==> src/rtl/wave_pacer_if.sv <==
// FIFO read port plus held-sample output of the pacer; master is the pacer side.
// No latency of its own; the FIFO is expected to return data one cycle after fifo_rd_en.
interface wave_pacer_if;
    logic [31:0] fifo_dout;
    logic        fifo_empty;
    logic        fifo_rd_en;
    logic [31:0] wave;
    logic        wave_valid;

    modport master (
        input  fifo_dout,
        input  fifo_empty,
        output fifo_rd_en,
        output wave,
        output wave_valid
    );

    modport slave (
        output fifo_dout,
        output fifo_empty,
        input  fifo_rd_en,
        input  wave,
        input  wave_valid
    );
endinterface

==> src/rtl/wave_pacer.sv <==
// Pops one FIFO word every hold_ticks ticks and holds it on wave; tick->wave is 3 cycles.
// No backpressure: a due pop against an empty FIFO is an underrun, never a stall.
module wave_pacer #(
    parameter bit SWAP_HALVES      = 1'b0,
    parameter bit ZERO_ON_UNDERRUN = 1'b0
) (
    input  logic          clk,
    input  logic          reset,
    input  logic          enable,
    input  logic          tick,
    input  logic [15:0]   hold_ticks,
    input  logic          clear_stats,
    wave_pacer_if.master  bus,
    output logic          underrun,
    output logic [15:0]   underrun_cnt,
    output logic          missed_tick,
    output logic [31:0]   sample_cnt
);

    typedef enum logic [1:0] {
        IDLE    = 2'd0,
        FETCH   = 2'd1,
        CAPTURE = 2'd2
    } state_t;

    state_t      state, state_nxt;
    logic [15:0] tick_cnt, tick_cnt_nxt;
    logic [15:0] reload_val;
    logic        do_underrun;
    logic [31:0] cap_dat;
    logic [31:0] wave_q;
    logic        wave_valid_q;

    // A hold of 0 ticks behaves like 1: pop on every tick.
    assign reload_val = (hold_ticks == 16'd0) ? 16'd0 : hold_ticks - 16'd1;
    assign cap_dat    = SWAP_HALVES ? {bus.fifo_dout[15:0], bus.fifo_dout[31:16]}
                                    : bus.fifo_dout;

    assign bus.fifo_rd_en = (state == FETCH);
    assign bus.wave       = wave_q;
    assign bus.wave_valid = wave_valid_q;

    always_comb begin
        state_nxt    = state;
        tick_cnt_nxt = tick_cnt;
        do_underrun  = 1'b0;
        case (state)
            IDLE: begin
                if (enable && tick) begin
                    if (tick_cnt != 16'd0) begin
                        tick_cnt_nxt = tick_cnt - 16'd1;
                    end else begin
                        tick_cnt_nxt = reload_val;
                        if (!bus.fifo_empty) state_nxt = FETCH;
                        else                 do_underrun = 1'b1;
                    end
                end
            end
            FETCH:   state_nxt = CAPTURE;
            CAPTURE: state_nxt = IDLE;
            default: state_nxt = IDLE;
        endcase
        // Disabled pacer restarts with a due pop on the first tick after enable.
        if (!enable) tick_cnt_nxt = 16'd0;
    end

    always_ff @(posedge clk) begin
        if (reset) begin
            state        <= IDLE;
            tick_cnt     <= 16'd0;
            wave_q       <= 32'd0;
            wave_valid_q <= 1'b0;
            underrun     <= 1'b0;
            underrun_cnt <= 16'd0;
            missed_tick  <= 1'b0;
            sample_cnt   <= 32'd0;
        end else begin
            state        <= state_nxt;
            tick_cnt     <= tick_cnt_nxt;
            wave_valid_q <= 1'b0;
            if (state == CAPTURE) begin
                wave_q       <= cap_dat;
                wave_valid_q <= 1'b1;
                sample_cnt   <= sample_cnt + 32'd1;
            end
            if (do_underrun && ZERO_ON_UNDERRUN) begin
                wave_q       <= 32'd0;
                wave_valid_q <= 1'b1;
            end
            if (tick && (state != IDLE)) missed_tick <= 1'b1;
            if (do_underrun) begin
                underrun <= 1'b1;
                if (underrun_cnt != 16'hFFFF) underrun_cnt <= underrun_cnt + 16'd1;
            end
            // Clearing wins over a same-cycle underrun or missed tick.
            if (clear_stats) begin
                underrun     <= 1'b0;
                underrun_cnt <= 16'd0;
                missed_tick  <= 1'b0;
            end
        end
    end

endmodule

==> src/flat_wrapper.sv <==
// flat-port wrapper written by rule: the top's interface ports become plain ports
module wave_pacer_flat 
#(
    parameter bit SWAP_HALVES      = 1'b0,
    parameter bit ZERO_ON_UNDERRUN = 1'b0
)
  (clk, reset, enable, tick, hold_ticks, clear_stats, underrun, underrun_cnt, missed_tick, sample_cnt, bus_fifo_dout, bus_fifo_empty, bus_fifo_rd_en, bus_wave, bus_wave_valid);
  wave_pacer_if bus_i ();
  input  logic clk;
  input  logic reset;
  input  logic enable;
  input  logic tick;
  input  logic [15:0] hold_ticks;
  input  logic clear_stats;
  output logic underrun;
  output logic [15:0] underrun_cnt;
  output logic missed_tick;
  output logic [31:0] sample_cnt;
  input wire logic [$bits(bus_i.fifo_dout)-1:0] bus_fifo_dout;
  input wire logic [$bits(bus_i.fifo_empty)-1:0] bus_fifo_empty;
  output wire logic [$bits(bus_i.fifo_rd_en)-1:0] bus_fifo_rd_en;
  output wire logic [$bits(bus_i.wave)-1:0] bus_wave;
  output wire logic [$bits(bus_i.wave_valid)-1:0] bus_wave_valid;
  assign bus_i.fifo_dout = bus_fifo_dout;
  assign bus_i.fifo_empty = bus_fifo_empty;
  assign bus_fifo_rd_en = bus_i.fifo_rd_en;
  assign bus_wave = bus_i.wave;
  assign bus_wave_valid = bus_i.wave_valid;
  wave_pacer #(.SWAP_HALVES(SWAP_HALVES), .ZERO_ON_UNDERRUN(ZERO_ON_UNDERRUN)) u_core (.clk(clk), .reset(reset), .enable(enable), .tick(tick), .hold_ticks(hold_ticks), .clear_stats(clear_stats), .bus(bus_i), .underrun(underrun), .underrun_cnt(underrun_cnt), .missed_tick(missed_tick), .sample_cnt(sample_cnt));
endmodule
==> config.mk <==
export PLATFORM = sky130hd
export DESIGN_NAME = wave_pacer_flat
export DESIGN_NICKNAME = d
export VERILOG_FILES = /design/src/rtl/wave_pacer_if.sv /design/src/rtl/wave_pacer.sv /design/src/flat_wrapper.sv
export SDC_FILE = /design/constraint.sdc
export NUM_CORES = 1
export LEC_CHECK = 0
export ABC_AREA = 1
export CELL_PAD_IN_SITES_DETAIL_PLACEMENT = 1
export CELL_PAD_IN_SITES_GLOBAL_PLACEMENT = 1
export CORE_UTILIZATION = 34
export CTS_CLUSTER_DIAMETER = 120
export DETAILED_ROUTE_END_ITERATION = 16
export PLACE_DENSITY = 0.88
export SLEW_MARGIN = 10
export SYNTH_ARGS = -nofsm -noshare
export SYNTH_HDL_FRONTEND = slang
export SYNTH_SLANG_ARGS = --single-unit
==> constraint.sdc <==
create_clock -name clk -period 2.18 [get_ports clk]
set_input_delay 0.654 -clock clk [delete_from_list [all_inputs] [get_ports clk]]
set_output_delay 0.654 -clock clk [all_outputs]
set_load 0.02 [all_outputs]
# ---- Yosys cells after proc, flatten, opt, wreduce, memory -nomap -nowiden
# Index checks and enable logic that the tools add are counted.
dict set report totals {
  output_inout_bits 84
  ff_bits 101
  n_memories 0
  word_cells 41
  ramBits 0
  romBits 0
  in_bits 54
  latchBits 0
}
dict set report classes {
  n_bitwise 1
  n_lt_le_gt_ge 0
  n_addsub 4
  n_div 0
  n_reduce_logical 11
  eq_ne 6
  n_mux 11
  multipliers 0
  shifts 0
}
# cell n
set op_table {}
lappend op_table {{32-bit by 1-bit adder with 32-bit output (second input constant)} 1}
lappend op_table {{16-bit two-way mux} 2}
lappend op_table {{16-bit by 1-bit subtractor with 16-bit output (second input constant)} 2}
lappend op_table {{16-bit by 1-bit adder with 16-bit output (second input constant)} 1}
lappend op_table {{16-bit zero test} 1}
lappend op_table {{16-bit != test (second input constant)} 1}
lappend op_table {{16-bit nonzero test} 1}
lappend op_table {{2-bit two-way mux} 3}
lappend op_table {{1-bit two-way mux} 5}
lappend op_table {{2-bit != test (second input constant)} 2}
lappend op_table {{2-bit one-hot mux with 2 select lines} 1}
lappend op_table {{2-bit AND reduction} 2}
lappend op_table {{2-bit OR reduction} 2}
lappend op_table {{3-bit AND reduction} 1}
lappend op_table {{2-bit by 1-bit == test with 1-bit output (second input constant)} 1}
lappend op_table {{2-bit == test (second input constant)} 1}
lappend op_table {{1-bit logical AND} 2}
lappend op_table {{2-bit zero test} 1}
lappend op_table {{2-bit by 1-bit != test with 1-bit output (second input constant)} 1}
lappend op_table {{2-bit nonzero test} 1}
lappend op_table {{1-bit NOT} 1}

# ---- Longest topological paths before layout
dict set report depth {
  word_depth 5
  mapped_depth 13
  ltp_nobuf 13
}

# ---- Least setup slack after synthesis
# No wires, ideal clock.
dict set report synth_path {
  path_type {input -> register}
  from {input hold_ticks[0]}
  to {register u_core.tick_cnt[14]}
  setup_time_ns 0.109
  arrival_time_ns 1.882
  t_required_ns 2.071
  cell_stages 11
  path_buffers 0
  setup_slack_ns 0.190
  cell_sequence {inv_1 -> ha_1 -> nand3_1 -> nor2_2 -> nand3_1 -> nor2_1 -> nor2_1 -> nand2_1 -> nand3_1 -> nand2_1 -> inv_1}
}
dict set report synth_between {
  elab_chain_len 3
  word_cells_on_any_way 4
  classes_between {add/sub: 1; mux: 2; reduce/logical: 1}
}
# element line_no
set synth_rtl {}
lappend synth_rtl {{start, declared} flat_wrapper.sv:13} ;# input logic [15:0] hold_ticks;
lappend synth_rtl {{16-bit by 1-bit subtractor with 16-bit output / 16-bit zero test (equally long branches)} wave_pacer.sv:35} ;# assign reload_val = (hold_ticks == 16'd0) ? 16'd0 : hold_ticks - 16'd1;
lappend synth_rtl {{16-bit two-way mux (*)} wave_pacer.sv:35}
lappend synth_rtl {{16-bit two-way mux (*)} wave_pacer.sv:50} ;# if (tick_cnt != 16'd0) begin
lappend synth_rtl {{end signal, assigned} wave_pacer.sv:79} ;# tick_cnt <= tick_cnt_nxt;
lappend synth_rtl {{end, declared} wave_pacer.sv:27} ;# logic [15:0] tick_cnt, tick_cnt_nxt;
# Every way passes the cells marked *; elsewhere a longest branch is shown, timed or not.
# A chain may end at the register's enable or synchronous reset.

# ---- Worst setup path after layout
dict set report layout_path {
  from {register u_core.sample_cnt[3]}
  to {output sample_cnt[3]}
}
# element line_no
set layout_lines {}
lappend layout_lines {{start, declared} wave_pacer.sv:17} ;# output logic [31:0] sample_cnt
lappend layout_lines {{start signal, assigned} wave_pacer.sv:84} ;# sample_cnt <= sample_cnt + 32'd1;
lappend layout_lines {{end, declared} flat_wrapper.sv:18} ;# output logic [31:0] sample_cnt;
# No word-level cell between the ends.

==> impl_results.md <==
* Status: complete, no violations
* Peak Freq at 469 MHz
* Final Non-Filler Cells at 1258
* WP depth at 1
* M1 WL at around 8300 microns
* IO buf count at 137
* Cell family with most CP delay: buffers and inverters
* Placed Cells at ~1200
* DR WL/cell at 14.7 microns
* Root cell of the clock tree: clkbuf_16
* Routed wl met2 at 9250 microns
* Vias/cell at 4.96
* CTS tree: built
* Final period util at 97.9%
* Hpwl dp at 14400 microns
* Setup crit start kind: flop
* Adder-cell share of the synthesized area at 1.13%
* Ant diodes at 0
* Total grt overflow at 0
* Clk slew on worst S/H paths at 70 ps
* I/O pin cnt at 138
* Synth Warn # at 0
* Yosys cell types at 32
* Iter 0 DRT Violations at between 200 and 300
* Hold Path Depth at 1
* Final Hold Vio Count at 0
* Finished Cell Area at 0.00777 sq mm
* Mapped Nets at 920
* Top cells by area, synth: dfxtp_1 37%, nor2_1 14%, nand2_1 13%
* Row cnt at 46
* Proportion of synthesized chip area in sequential cells at 36.6%
* DIE AREA at 0.0167 sq mm
* Setup Skew at between 10 and 15 ps
* Worst slew margin at 63.2%
* Crit path largest cell delay at just under 700 ps
* WL final at 18500 microns
* FF-to-FF path depth at 9
* FF+latch count, synth at about 100
* Critical path buffer and inverter count at 1
* Number of global-route vias before repair at ~6100
* Clock latency on the worst-skew pair at ~360 ps
* Chip Width at 129 microns
* Mapped Area at 0.00552 sq mm
* RSZ-0062 raised after global routing: false
* Antenna Violating Nets Remaining at 0
* Critical path, cell by cell: clkdlybuf4s50_1
* Worst slack, placed at -262 ps
* Post-DP Area at roughly 0.0075 sq mm
* Multiplexer area fraction after synthesis at 0%
* Post-synthesis cell count at 861
* Max-cap violations at 0
* Highest routed layer: met4
* Share of layout cells above drive strength 1 at 9.12%
* Area Growth Syn to Fin at 40.9%
* Largest net degree at the start of global routing at 54
* Clk buf depth at 2
* DR pass1 iterations at 4
* Routability cong. at 0.875
* First-pass GRT wire length at 29700 microns
* Nets at 1096
* Final setup fails at 0
* Residual DRC at 0
* Min Clock Period, post-route at about 2100 ps
* Post-synthesis simple-gate area fraction at between 30% and 40%
* Initial antenna violation count at 0
* Leak at 3.11 nW
* Synth Area in XOR/XNOR at a little over 3%
* Clk sinks at 101
* Least-Margin Pin Slew at 550 ps
* Slowest CP cell: clkdlybuf4s50_1
* GRT Resource Usage Total at 22.5%
* Compound-Gate Fraction of Synth Area at around 13%
* Initial core utilization at 34.7%
* Area share of the leading cell type in the synthesized netlist at 36.6%
* Largest fanout on the critical path at 6
* Max-slew violation count at 0
* Core Region at between 0.015 and 0.02 sq mm
* CP Data Required Time at 1530 ps
* Hold Crit Class: reg -> reg
* Final worst slack at 46.0 ps
* Total number of H-tree levels at 3
* CP Data Arrival Time at 1480 ps
* R2R setup slack at 250 ps
* Fin util at 48.9%
* Cell Pwr Density at around 550 mW/mm^2
* Setup crit end kind: output pin
* Critical Setup Path Class: reg -> out
* Worst vdd ir at 0.353 mV
* Num CTS Buffers at 9
* Chip height at 129 microns
* Via count at roughly 6200
* Cell taking the most area after synthesis: dfxtp_1
* Syn Area/Cell at 6.41 sq um
* Metal3 WL at ~660 microns
* Largest family of logic cells by synthesized area: simple AND/OR/NAND/NOR gates
kinds of logic after synthesis:
logic type	Yosys count
fa+ha+maj	5
xor+xnor	19
flops	101
buf+inv	105
simple gates	504
compound gates	127
cell type report:
| class | instances | area (sq um) |
|---|---|---|
| clock inverters | 7 | 78.8 |
| flip-flops and latches | 101 | 2020 |
| repair buffers | 185 | 1770 |
| inverters | 85 | 319 |
| fillers | 2109 | 8110 |
| multi-input cells | 655 | 3090 |
| well taps | 216 | 270 |
| clock buffers | 9 | 225 |
worst register-to-register path: stages (launching register included):
cell	delay, ps
dfxtp_1	410
ha_1	250
nand3_1	170
nor2_4	170
nand3_2	140
nor2_2	220
nand4_1	170
nand2_1	110
nand2_1	60
nor2_1	140
placed cells by master (no fill, tap or decap), types with 3 or more instances in the layout:
cell	netlist	routed
nor2_1	202	201
nand2_1	192	192
clkdlybuf4s50_1	0	132
dfxtp_1	101	101
inv_1	84	84
o21ai_0	65	65
nand3_1	54	54
buf_4	0	46
a21oi_1	45	45
nand4_1	17	17
xor2_1	14	14
nor3_1	12	12
nor2_4	9	9
clkbuf_16	0	9
a21oi_2	8	8
nand3b_1	5	5
xnor2_1	5	5
ha_1	5	5
inv_6	0	4
dlymetal6s2s_1	0	4
nor2_2	2	3
o21a_1	3	3
nand2_2	3	3
power by group:
group,switching (mW),internal [mW]
clock network,0.781,0.908
logic,0.372,0.289
registers,0.0235,1.87
sequential cells by signal, summed over array words and instances, names as in the netlist:
name                   flops
u_core.missed_tick         1
u_core.state               2
u_core.underrun            1
u_core.bus.wave_valid      1
u_core.tick_cnt           16
u_core.sample_cnt         32
u_core.underrun_cnt       16
u_core.bus.wave           32
timing repair:
action | 4_1_cts | 5_1_grt
setup endpoints to repair | 1 | 5
hold buffers | 0 | 0
buffers inserted | 0 | 0
gates resized for setup | 1 | 5
synthesized netlist by cell type:
master	instances
nor3_1	12
o21bai_1	2
a21oi_2	8
xor2_1	14
nor2_4	9
o21ai_0	65
nor3b_1	2
nand3b_1	5
nand3_2	1
a21oi_1	45
nand3b_4	1
nand3_1	54
o21ba_2	2
o21ai_2	1
nor2_1	202
dfxtp_1	101
nor3_4	1
o21a_1	3
nor4_1	2
buf_6	1
and3_2	1
xnor2_1	5
ha_1	5
a21o_1	1
inv_2	1
buf_2	4
nor2_2	2
inv_1	84
nand2_2	3
nand2_1	192
clkbuf_1	15
nand4_1	17
stage by stage:
| step | hold WS [ps] | power [mW] | TNS (ps) |
|---|---|---|---|
| after CTS | 487 | 4.28 | 0 |
| after detailed placement | 464 | 2.58 | -2990 |
| after floorplan | 497 | 2.29 | 0 |
| after global routing | 511 | 4.43 | 0 |
| after global placement | 452 | 2.56 | -724 |
| final | 481 | 4.24 | 0 |
worst paths after layout:
check,startpoint,to
max,u_core.sample_cnt[3],sample_cnt[3]
min,u_core.underrun,u_core.underrun
max reg2reg,u_core.sample_cnt[0],u_core.sample_cnt[28]
min reg2reg,u_core.underrun,u_core.underrun
per-layer routing:
layer	track usage (%)	vias up
li1	-	3108
met1	27.5	2981
met2	39.6	119
met3	4.54	30
met4	6.64	0
met5	0	-
(Power assumes the default switching activity.)
